==> src/rtl/AluCtrlSig_pkg.sv <==
// ALU control encodings and shared types for the ALU and its requester arbiter.
package AluCtrlSig_pkg;

  localparam logic [3:0] ALU_AND = 4'b0000;
  localparam logic [3:0] ALU_OR  = 4'b0001;
  localparam logic [3:0] ALU_ADD = 4'b0010;
  localparam logic [3:0] ALU_XOR = 4'b0011;
  localparam logic [3:0] ALU_SUB = 4'b0110;
  localparam logic [3:0] ALU_SLT = 4'b0111;
  localparam logic [3:0] ALU_NOR = 4'b1100;

  localparam int ALU_ARB_MAX_REQ = 8;

  typedef enum logic {RSP_EMPTY, RSP_FULL} alu_arb_state_t;

endpackage

==> src/rtl/alu.sv <==
// Combinational 32-bit ALU; unknown control codes give out=0 and zero=1.
module alu
  import AluCtrlSig_pkg::*;
(
  input  logic [3:0]  i_ctl,
  input  logic [31:0] i_a,
  input  logic [31:0] i_b,
  output logic [31:0] o_out,
  output logic        o_zero
);

  always_comb begin
    o_out = '0;
    case (i_ctl)
      ALU_AND: o_out = i_a & i_b;
      ALU_OR:  o_out = i_a | i_b;
      ALU_ADD: o_out = i_a + i_b;
      ALU_XOR: o_out = i_a ^ i_b;
      ALU_SUB: o_out = i_a - i_b;
      ALU_SLT: o_out = {31'd0, $signed(i_a) < $signed(i_b)};
      ALU_NOR: o_out = ~(i_a | i_b);
      default: o_out = '0;
    endcase
  end

  assign o_zero = (o_out == '0);

endmodule

==> src/rtl/alu_arbiter.sv <==
// Shares one ALU between NUM_REQ requesters with a one-entry registered response.
// Define ALU_ARB_RR_EN for round-robin arbitration; otherwise lowest index wins.
module alu_arbiter
  import AluCtrlSig_pkg::*;
#(
  parameter int NUM_REQ = 2,
  parameter int ID_W    = $clog2(NUM_REQ)
) (
  input  logic                     clk,
  input  logic                     rst_n,
  input  logic [NUM_REQ-1:0]       req_valid,
  output logic [NUM_REQ-1:0]       req_ready,
  input  logic [NUM_REQ-1:0][3:0]  req_ctl,
  input  logic [NUM_REQ-1:0][31:0] req_a,
  input  logic [NUM_REQ-1:0][31:0] req_b,
  output logic                     rsp_valid,
  input  logic                     rsp_ready,
  output logic [ID_W-1:0]          rsp_id,
  output logic [31:0]              rsp_out,
  output logic                     rsp_zero
);

  if (NUM_REQ < 2 || NUM_REQ > ALU_ARB_MAX_REQ) begin : g_bad_cfg
    $error("alu_arbiter: NUM_REQ out of range");
  end

  alu_arb_state_t     r_state, w_state_nxt;
  logic [31:0]        r_out;
  logic               r_zero;
  logic [ID_W-1:0]    r_id;
  logic [NUM_REQ-1:0] w_grant;
  logic [ID_W-1:0]    w_gidx;
  logic               w_found;
  logic               w_can_issue;
  logic               w_hs;
  logic [31:0]        w_alu_out;
  logic               w_alu_zero;

`ifdef ALU_ARB_RR_EN
  logic [ID_W-1:0]    r_ptr;
`endif

  // Rotating priority: first scan from ptr upward, then wrap to the low indices.
  always_comb begin
    w_grant = '0;
    w_gidx  = '0;
    w_found = 1'b0;
`ifdef ALU_ARB_RR_EN
    for (int i = 0; i < NUM_REQ; i++) begin
      if (!w_found && req_valid[i] && i >= int'(r_ptr)) begin
        w_found    = 1'b1;
        w_grant[i] = 1'b1;
        w_gidx     = ID_W'(i);
      end
    end
`endif
    for (int i = 0; i < NUM_REQ; i++) begin
      if (!w_found && req_valid[i]) begin
        w_found    = 1'b1;
        w_grant[i] = 1'b1;
        w_gidx     = ID_W'(i);
      end
    end
  end

  // Gating with rst_n keeps req_ready low throughout reset.
  assign w_can_issue = rst_n & (~rsp_valid | rsp_ready);
  assign req_ready   = w_grant & {NUM_REQ{w_can_issue}};
  assign w_hs        = |req_ready;

  alu u_alu (
    .i_ctl  (req_ctl[w_gidx]),
    .i_a    (req_a[w_gidx]),
    .i_b    (req_b[w_gidx]),
    .o_out  (w_alu_out),
    .o_zero (w_alu_zero)
  );

  always_comb begin
    w_state_nxt = r_state;
    case (r_state)
      RSP_EMPTY: if (w_hs) w_state_nxt = RSP_FULL;
      RSP_FULL:  if (rsp_ready && !w_hs) w_state_nxt = RSP_EMPTY;
      default:   w_state_nxt = RSP_EMPTY;
    endcase
  end

  always_ff @(posedge clk or negedge rst_n) begin
    if (!rst_n) r_state <= RSP_EMPTY;
    else        r_state <= w_state_nxt;
  end

  always_ff @(posedge clk or negedge rst_n) begin
    if (!rst_n) begin
      r_out  <= '0;
      r_zero <= 1'b0;
      r_id   <= '0;
    end else if (w_hs) begin
      r_out  <= w_alu_out;
      r_zero <= w_alu_zero;
      r_id   <= w_gidx;
    end
  end

`ifdef ALU_ARB_RR_EN
  always_ff @(posedge clk or negedge rst_n) begin
    if (!rst_n)    r_ptr <= '0;
    else if (w_hs) r_ptr <= (w_gidx == ID_W'(NUM_REQ - 1)) ? '0 : w_gidx + 1'b1;
  end
`endif

  assign rsp_valid = (r_state == RSP_FULL);
  assign rsp_out   = r_out;
  assign rsp_zero  = r_zero;
  assign rsp_id    = r_id;

endmodule

==> config.mk <==
export PLATFORM = sky130hd
export DESIGN_NAME = alu_arbiter
export DESIGN_NICKNAME = d
export VERILOG_FILES = /design/src/rtl/AluCtrlSig_pkg.sv /design/src/rtl/alu.sv /design/src/rtl/alu_arbiter.sv
export SDC_FILE = /design/constraint.sdc
export NUM_CORES = 1
export LEC_CHECK = 0
export CAP_MARGIN = 20
export CORE_UTILIZATION = 35
export DETAILED_ROUTE_END_ITERATION = 7
export DONT_BUFFER_PORTS = 1
export HOLD_SLACK_MARGIN = 0.03
export SYNTH_ARGS = -nofsm -noshare
export SYNTH_HDL_FRONTEND = slang
export SYNTH_SLANG_ARGS = --single-unit
==> constraint.sdc <==
create_clock -name clk -period 4.4 [get_ports clk]
set_input_delay 0.66 -clock clk [delete_from_list [all_inputs] [get_ports clk]]
set_output_delay 0.66 -clock clk [all_outputs]
set_load 0.05 [all_outputs]
### Word-level counts from Yosys, hierarchy flattened

Index checks and enable logic that the tools add are counted.
W data, S select, Z words.

* add/subtract/negate cells: 2
* $lt $le $gt $ge: 2
* equality and inequality tests: 6
* mux-type cells: 12
* bitwise logic cells: 8
* reduce and logical (&&, ||, !) cells: 7

Operators with widths (number)
* $pmux W32 S7: 1
* $mux W32: 4
* $add A32 B32 Y32: 1
* $and A32 B32 Y32: 1
* $logic_not A32 Y1: 1
* $lt A32 B32 Y1: 1
* $not A32 Y32: 1
* $or A32 B32 Y32: 1
* $sub A32 B32 Y32: 1
* $xor A32 B32 Y32: 1
* $eq A4 B2 Y1 const B: 2
* $eq A4 B3 Y1 const B: 2
* $mux W4: 2
* $eq A4 B1 Y1 const B: 1
* $eq A4 B4 Y1 const B: 1
* $logic_not A4 Y1: 1
* $mux W1: 4
* $and A2 B2 Y2: 1
* $logic_and A1 B1 Y1: 2
* $logic_not A1 Y1: 2
* $lt A1 B2 Y1 const B: 1
* $pmux W1 S2: 1
* $reduce_or A2 Y1: 1
* $and A1 B1 Y1: 1
* other kinds (2): 2

* register bits: 35
* input bits: 141
* output and inout port bits: 37
* word-level logic and storage cells: 41

### Depth between registers and ports, before layout

Gate-level depths: netlist of the first run.

* depth after elaboration: 10
* mapped depth: 23
* depth with buffers taken out: 18

### Cells and area by module

A second synthesis of the first run with hierarchy kept.

* cell total of the unflattened synthesis: 1126
* area, all modules: 8562.0 um^2

By module, submodules not included
* alu: instances 1, cells an instance 971, area an instance 6389.9 um^2, sequential area each 0.0 um^2
* alu_arbiter: instances 1, cells an instance 155, area an instance 2172.1 um^2, sequential area each 875.8 um^2

### Least setup slack after synthesis of the first run

Ideal clock, no wire load.

* path type: input -> register
* start: input port req_valid[0]
* end: register r_zero (netlist: rsp_zero)
* library setup time: 92 ps
* arrival time: 5562 ps
* required time: 4308 ps
* slack: -1254 ps
* stages on the path: 21
* path buffers: 5
* cell sequence: buf_6 -> nand2b_4 -> buf_6 -> buf_2 -> buf_1 -> clkbuf_1 -> mux2i_1 -> inv_1 -> fa_1 -> a211oi_1 -> o31ai_2 -> a21oi_1 -> o21ai_0 -> a31oi_1 -> o311ai_0 -> mux2i_1 -> o21ai_1 -> or4_1 -> nor4_1 -> nand4_1 -> o31ai_2

* word-level cells in the longest chain between the ends: 10
* elaborated cells on any way between the ends: 28
* those cells by class: 2 x add/sub; 1 x order compare; 6 x eq/ne; 9 x mux; 5 x bitwise; 5 x reduce/logical

RTL lines
* start, declared: line alu_arbiter.sv:11 `input logic [NUM_REQ-1:0] req_valid,`
* $mux W1 *: line alu_arbiter.sv:58 `if (!w_found && req_valid[i]) begin`
* branches (longest 9 deep; another with $sub A32 B32 Y32)
* end signal, assigned: line alu_arbiter.sv:100 `r_zero <= w_alu_zero;`
* end, declared: line alu_arbiter.sv:29 `logic r_zero;`

Every way passes the cells marked *. The select of a mux whose other input is x is not followed.
A chain may end at the register's enable or synchronous reset.

### Worst setup path after layout of the first run

Same ends and word-level chain as after synthesis.

==> flow_metrics.tcl, run 1 <==
set metrics [dict create \
    path_max_fanout 10 \
    reg2reg_from "rsp_valid" \
    port_buffers 0 \
    final_common_cell "buf_4" \
    hold_viol 0 \
    cp-end-kind "register" \
    die_x_um 154.6 \
    slew_headroom_pct 40.31 \
    worst_r2r_path_depth 12 \
    whs_ps 73.18 \
    vias_per_cell 5.689 \
    diodes 0 \
    hold_buffers 0 \
    wirelength_mm 36.29 \
    cp_data_required_time_ps 4590 \
    slew_viol_final 0 \
    seq_area_frac_synth_pct 10.75 \
    critPathKind "in2reg" \
    vdd_ir_drop_max_v 0.0001603 \
    synth_area_leaders "ha_1 15%, dfrtp_1 11%, nand2_1 9.0%" \
    antenna_found_initial 0 \
    vias 10053 \
    synth_edf_count 0 \
    mostFrequentLayoutCells "349 x buf_4, 192 x nand2_1, 102 x inv_1" \
    wire_per_inst_um 20.54 \
    start_util_pct 35.89 \
    drive_above_1_share_pct 33.00 \
    insertion_delay_ps 280 \
    netlist_instances 1183 \
    synth_ff_type "dfrtp_1" \
    finClkSkew_ps 5.242 \
    syn_nets 1426 \
    final_core_util_pct 51.40 \
    clkTransAtPathRegs_ps 50 \
    io_pins 178 \
    setup_slack_ps -22.16 \
    worstMarginPinSlew_ps 892.1 \
    highest_layer "met4" \
    overflow 0 \
    tritoncts "built" \
    max_freq_ghz 0.2261 \
    synth.distinct_cells 89 \
    pwr_density_cell_mw_per_mm2 265.1 \
    r2r_slack_ps 1040 \
    ctsRootBufferMaster "clkbuf_16" \
    dieHeight_um 154.6 \
    leakage_nw 5.718 \
    gp_congestion 0.9921 \
    min_period_over_period_pct 100.5 \
    core_area_sq_mm 0.02271 \
    final_nets 1724 \
    cts_buffers 5 \
    wl_met2_mm 17.98 \
    min_period_ps 4422 \
    crit_path_start_kind "primary input" \
    status "finished, violations left" \
    cp-startpoint "req_valid[0]" \
    wl_met1_mm 14.33 \
    die-area_sq_mm 0.02390 \
    async_flop_share_pct 100.0 \
    rsz0062_at_grt "yes" \
    rows 55 \
    final_antenna_net_count 0 \
    ys_warn_count 0 \
    setup-tns-final_ps -22.16 \
    drt_pre_antenna_iters 5 \
    avgSynthCellArea_sq_um 6.890 \
    drc 0 \
    drtIter0Drc 556 \
    grt_usage_pct 29.69 \
    h-tree-depth 2 \
    yosys.area.top_type "ha_1" \
    syn2layout_area_growth_pct 43.21 \
    grt_pass1_vias 10010 \
    ys_seq_elements 35 \
    synth_top_area_share_pct 15.35 \
    cp.arrival_ps 4620 \
    grt_pass1_wl_mm 55.00 \
    clock_sinks 35 \
    grt_max_degree 53 \
    cts_buffer_depth 2 \
    place_ws_ps -693.6 \
    setup_viol_count_final 1 \
    hold_path.class "in2async" \
    violations "negative setup slack" \
    hpwl_mm 29.90 \
    r2r_end "rsp_zero" \
    max-cap-violations 0 \
    met3WireLength_mm 1.669 \
    synth_area_sq_mm 0.008150 \
]
[synth_stat cells, types with 13 or more instances]
cell type  count
dfrtp_1       35
inv_1        103
clkbuf_1      48
a21oi_1       69
a221oi_1      19
nor3_1        30
o21ai_0       62
nor2b_1       14
o211ai_1      16
ha_1         100
a21o_1        13
nor2_1       102
a211oi_1      15
nand3_1       26
nand2_1      196
mux2i_1       36
mux2_2        17
[repair_timing]
action	4_1_cts	5_1_grt
buffers inserted	10	6
setup endpoints to repair	3	5
pin swaps	16	25
resized for setup	38	55
gates cloned	1	0
[logic make-up (layout without fill, tap and decap cells)]
group	Yosys count	after routing	synth area share [%]
XOR/XNOR	12	12	1.290
AO/OA/AOI/OAI	358	358	31.41
AND/OR/NAND/NOR	449	450	25.28
adder cells (fa/ha/maj)	102	102	15.84
flip-flops	35	35	10.75
buffers and inverters	173	471	8.489
multiplexers	54	54	6.939
[worst max-delay path, cell delays in order]
cell and delay [ps]:
nand2b_4 210, buf_6 170, buf_4 120, nand2_1 50
nand2_1 80, ha_1 330, buf_4 150, a221o_1 350
a211o_4 380, o211a_4 180, o31ai_4 370, a311oi_2 150
a41oi_1 200, o211ai_1 150, or4_4 470, nor4_4 260
nand4_1 130, o31ai_2 180
[report_power, final]
group / switching [mW] / internal, mW
clock network: 0.130 / 0.209
registers: 0.326 / 0.392
logic: 1.07 / 0.964
total: 1.53 / 1.56
[sequential cells by signal (all words and copies together) (netlist names)]
signal,cells
rsp_valid,1
rsp_out,32
rsp_id,1
rsp_zero,1
[per-layer routing]
metal | GRT usage [%] | vias to the layer above
met5 | 0 | -
met4 | 15.84 | 0
met3 | 2.270 | 91
met2 | 54.82 | 374
met1 | 33.96 | 4708
li1 | - | 4880
[worst max path at each step]
stage | slack [ps] | end
after detailed placement | -690 | rsp_zero
after floorplan | -320 | rsp_zero
after global placement | -730 | rsp_zero
after global routing | -190 | rsp_zero
final | -20 | rsp_zero
after CTS | -20 | rsp_out[29]
[through the flow]
stage	instance area (sq um)	std cells	total power, mW
final	11670	1767	3.094
after global placement	10900	1742	2.587
after floorplan	8308	1183	1.707
after global routing	11670	1767	3.281
after CTS	11330	1761	3.001
after detailed placement	10900	1742	2.593
[cell type report]
| cell class | instances | area [sq um] |
|---|---|---|
| inverters | 103 | 386.6 |
| repair buffers | 360 | 2774 |
| clock buffers | 6 | 128.9 |
| multi-input cells | 976 | 7138 |
| flip-flops and latches | 35 | 875.8 |
| fillers | 2276 | 11040 |
| clock inverters | 2 | 12.51 |
| well taps | 285 | 356.6 |
Note: power is estimated with default switching activity, not from simulation.
==> inputs of run 2 (changes only) <==
- CORE_UTILIZATION: 35 -> 30
==> flow_metrics.tcl, run 2 (same netlist as run 1, synthesis figures left out) <==
set metrics [dict create \
    slew_viol_final 0 \
    vdd_ir_drop_max_v 0.0002237 \
    insertion_delay_ps 280 \
    cp.arrival_ps 4580 \
    final_antenna_net_count 0 \
    path_max_fanout 10 \
    finClkSkew_ps 4.772 \
    cts_buffers 5 \
    pwr_density_cell_mw_per_mm2 267.5 \
    max-cap-violations 0 \
    r2r_slack_ps 1060 \
    rows 59 \
    drt_pre_antenna_iters 5 \
    final_cell_area_sq_mm 0.01173 \
    slew_headroom_pct 40.92 \
    grt_max_degree 53 \
    largest_reg_flops 32 \
    final_nets 1733 \
    diodes 0 \
    grt_pass1_vias 10334 \
    port_buffers 0 \
    hold_buffers 0 \
    core_area_sq_mm 0.02635 \
    die_x_um 166.8 \
    ctsRootBufferMaster "clkbuf_16" \
    wire_per_inst_um 20.26 \
    cts_buffer_depth 2 \
    setup_viol_count_final 0 \
    cp-startpoint "req_valid[0]" \
    gp_congestion 0.9852 \
    min_period_ps 4387 \
    leakage_nw 5.782 \
    clock_sinks 35 \
    critPathKind "in2reg" \
    drtIter0Drc 760 \
    clkTransAtPathRegs_ps 60 \
    grt_usage_pct 26.05 \
    syn2layout_area_growth_pct 43.89 \
    crit_path_start_kind "primary input" \
    tritoncts "built" \
    start_util_pct 30.93 \
    grt_pass1_wl_mm 56.93 \
    status "completed" \
    h-tree-depth 2 \
    r2r_end "rsp_zero" \
    antenna_found_initial 0 \
    die-area_sq_mm 0.02783 \
    drive_above_1_share_pct 33.07 \
    cp_data_required_time_ps 4590 \
    mostFrequentLayoutCells "362 x buf_4, 194 x nand2_1, 102 x inv_1" \
    overflow 0 \
    placed_area_sq_mm 0.01114 \
    hold_path.class "in2async" \
    max_freq_ghz 0.2279 \
    io_pins 178 \
    reg2reg_from "rsp_valid" \
    min_period_over_period_pct 99.71 \
    dieHeight_um 166.8 \
    vias 10151 \
    worst_r2r_path_depth 12 \
    setup-tns-final_ps 0 \
    hold_viol 0 \
    cp-end-kind "register" \
    vias_per_cell 5.559 \
    final_common_cell "buf_4" \
    wirelength_mm 36.99 \
    rsz0062_at_grt "yes" \
    worstMarginPinSlew_ps 882.9 \
    hpwl_mm 31.01 \
    drc 0 \
]
## run 2: cell types whose count changed in the layout (fill, tap and decap cells not counted), sizes merged
cell | before | now
buf | 360 | 369
bufinv | 0 | 1
clkinvlp | 1 | 0
clkinv | 1 | 2
clkbuf | 6 | 5
## run 2: routing by layer
metal / vias to the layer above / routed length (um) / global-route usage, %
met5: - / 0 / 0
met4: 0 / 2181 / 13.16
met3: 92 / 1508 / 2.091
met2: 361 / 18660 / 49.26
met1: 4800 / 14640 / 29.00
li1: 4898 / - / -
## run 2: what timing repair did
action	4_1_cts	5_1_grt
pin swaps	11	13
gates resized for setup	34	39
buffers inserted	4	0
setup endpoints to repair	4	6
gates cloned	1	0
## run 2: cell type report
cell class,count,area [sq um]
clock buffers,5,125.1
clock inverters,3,43.79
fillers,2700,14630
inverters,103,386.6
multi-input cells,976,7042
flip-flops and latches,35,875.8
well taps,335,419.2
repair buffers,369,2835
## run 2: critical path, stage by stage
cell,delay [ps]
nand2b_4,230
mux2i_4,320
inv_1,70
ha_2,190
fa_2,390
a211oi_4,280
o31ai_4,150
a21oi_4,240
buf_4,150
o21ai_1,80
a31oi_2,250
buf_4,180
mux2_2,320
a222oi_1,410
buf_4,190
and2_1,130
nand4_1,110
o31ai_2,210
## run 2: stage by stage
stage	instances	total power, mW	worst slack, ps	util, %	hold slack (ps)
after floorplan	1183	1.707	-319.6	-	364.4
after global placement	1813	2.615	-765.4	42.29	365.6
after detailed placement	1813	2.622	-759.0	42.29	365.3
after CTS	1826	3.085	-15.59	43.73	66.72
after global routing	1826	3.340	-233.3	44.50	59.06
final	1826	3.137	12.64	44.50	72.73
## run 2: worst max-delay path by stage
stage | slack [ps] | depth (start not counted) | end
after global routing | -230 | 19 | rsp_zero
after CTS | -20 | 17 | rsp_zero
final | 10 | 18 | rsp_zero
after detailed placement | -760 | 17 | rsp_zero
after global placement | -770 | 17 | rsp_zero
after floorplan | -320 | 23 | rsp_zero
## run 2: report_power, final
group / leakage, nW / total [mW] / switching, mW / internal, mW
Combinational: 5.25 / 2.01 / 1.06 / 0.958
Sequential: 0.449 / 0.719 / 0.327 / 0.392
Clock: 0.0838 / 0.404 / 0.138 / 0.267
==> inputs of run 3 (changes only) <==
- GPL_TIMING_DRIVEN: unset -> 0
- MAX_ROUTING_LAYER: unset -> met4
==> flow_metrics.tcl, run 3 (same netlist as run 1, synthesis figures left out) <==
set metrics [dict create \
    grt_pass1_wl_mm 59.08 \
    antenna_found_initial 2 \
    syn2layout_area_growth_pct 28.71 \
    start_util_pct 30.93 \
    vias_per_cell 6.109 \
    critPathKind "in2reg" \
    drc 0 \
    hold_viol 0 \
    drtIter0Drc 869 \
    cts_buffer_depth 2 \
    pwr_density_cell_mw_per_mm2 274.1 \
    io_pins 178 \
    final_core_util_pct 39.80 \
    overflow 0 \
    insertion_delay_ps 280 \
    ctsRootBufferMaster "clkbuf_16" \
    dieHeight_um 166.8 \
    total_power_mw 2.875 \
    gp_congestion 0.9914 \
    max_freq_ghz 0.2117 \
    drive_above_1_share_pct 22.59 \
    cts_buffers 5 \
    finClkSkew_ps 4.655 \
    max-cap-violations 0 \
    vdd_ir_drop_max_v 0.0002170 \
    core_area_sq_mm 0.02635 \
    clkTransAtPathRegs_ps 60 \
    grt_max_degree 39 \
    die-area_sq_mm 0.02783 \
    final_antenna_net_count 0 \
    status "finished, violations left" \
    violations "negative setup slack" \
    setup_viol_count_final 5 \
    cp.arrival_ps 4890 \
    rsz0062_at_grt "yes" \
    die_x_um 166.8 \
    worstMarginPinSlew_ps 1205 \
    port_buffers 0 \
    leakage_nw 4.616 \
    rows 59 \
    setup-tns-final_ps -972.8 \
    clock_sinks 35 \
    path_max_fanout 8 \
    final_nets 1499 \
    largest_reg_flops 32 \
    grt_pass1_vias 9695 \
    wirelength_mm 39.43 \
    crit_path_start_kind "primary input" \
    hold_buffers 0 \
    setup_slack_ps -323.0 \
    grt_usage_pct 28.69 \
    hold_path.class "in2async" \
    cp_data_required_time_ps 4570 \
    slew_headroom_pct 18.79 \
    place_ws_ps -1896 \
    drt_pre_antenna_iters 6 \
    tritoncts "built" \
    mostFrequentLayoutCells "190 x nand2_1, 96 x inv_1, 92 x nor2_1" \
    cp-end-kind "register" \
    final_common_cell "nand2_1" \
    reg2reg_from "rsp_valid" \
    min_period_over_period_pct 107.3 \
    slew_viol_final 0 \
    wire_per_inst_um 24.75 \
    min_period_ps 4723 \
    h-tree-depth 2 \
    vias 9731 \
    cp-startpoint "req_valid[0]" \
    hpwl_mm 30.06 \
]
run 3: changes by cell type in the layout (fill, tap and decap cells not counted), sizes merged:
cell           previous run  this run
buf                     369        93
nand2b                   12        11
clkbuf                    5        49
inv                     103       102
diode                     0         1
clkdlybuf4s15             0         1
bufinv                    1         0
clkinvlp                  0         1
clkinv                    2         1
run 3: timing repair:
item                       4_1_cts  5_1_grt
hold endpoints to repair         0        0
setup endpoints to repair       25        8
gates cloned                     1        0
pin swaps                       59       44
setup buffers                   61       11
resized for setup              182       37
run 3: final timing paths:
| kind | endpoint | slack (ps) | depth (start not counted) |
|---|---|---|---|
| min | rsp_out[27] | 70 | 0 |
| max in group asynchronous | rsp_out[6] | 4240 | 0 |
| min reg2reg | rsp_out[15] | 780 | 2 |
| max reg2reg | rsp_zero | 650 | 11 |
| max | rsp_out[29] | -320 | 24 |
| min in group clk | rsp_id | 570 | 2 |
run 3: final cells by class:
type | instances | area, sq um
Multi-Input combinational cell | 975 | 7546
Sequential cell | 35 | 875.8
Antenna cell | 1 | 2.502
Timing Repair Buffer | 73 | 585.6
Clock inverter | 1 | 5.005
Buffer | 63 | 533.0
Inverter | 103 | 390.4
Tap cell | 335 | 419.2
Fill cell | 2734 | 15860
Clock buffer | 7 | 132.6
run 3: report_power, final:
| group | switching, mW | leakage [nW] | internal [mW] | total, mW |
|---|---|---|---|---|
| logic | 1.11 | 4.10 | 0.711 | 1.82 |
| registers | 0.329 | 0.449 | 0.392 | 0.721 |
| clock network | 0.128 | 0.0679 | 0.209 | 0.337 |
| total | 1.56 | 4.62 | 1.31 | 2.88 |
run 3: metal layers:
| metal | global-route usage [%] | share of wire, % | vias to the layer above |
|---|---|---|---|
| met5 | - | 0 | - |
| met4 | 15.82 | 5.2 | 0 |
| met3 | 3.375 | 6.6 | 107 |
| met2 | 48.37 | 48 | 474 |
| met1 | 33.11 | 40 | 4706 |
| li1 | - | - | 4444 |
run 3: through the flow:
stage	cells	hold slack [ps]	instance area (sq um)
final	1593	68.79	10490
after global routing	1593	57.19	10490
after CTS	1582	63.99	10260
after detailed placement	1518	365.0	8738
after global placement	1518	365.1	8727
after floorplan	1183	364.4	8308
run 3: worst max-delay path, cell delays in order:
cell and delay, ps:
buf_12 100, nand2b_4 140, buf_12 140, buf_12 150, clkbuf_16 170, mux2i_2 200
inv_1 80, ha_1 290, clkbuf_8 160, nand2_1 110, nor3_1 410, or2_4 250
a311oi_4 130, o21ai_2 210, buf_4 150, buf_4 110, a21boi_4 70, o21ai_4 210
buf_4 150, nand3_2 80, a41oi_2 190, nor2_1 60, a311o_1 360, mux2_2 270
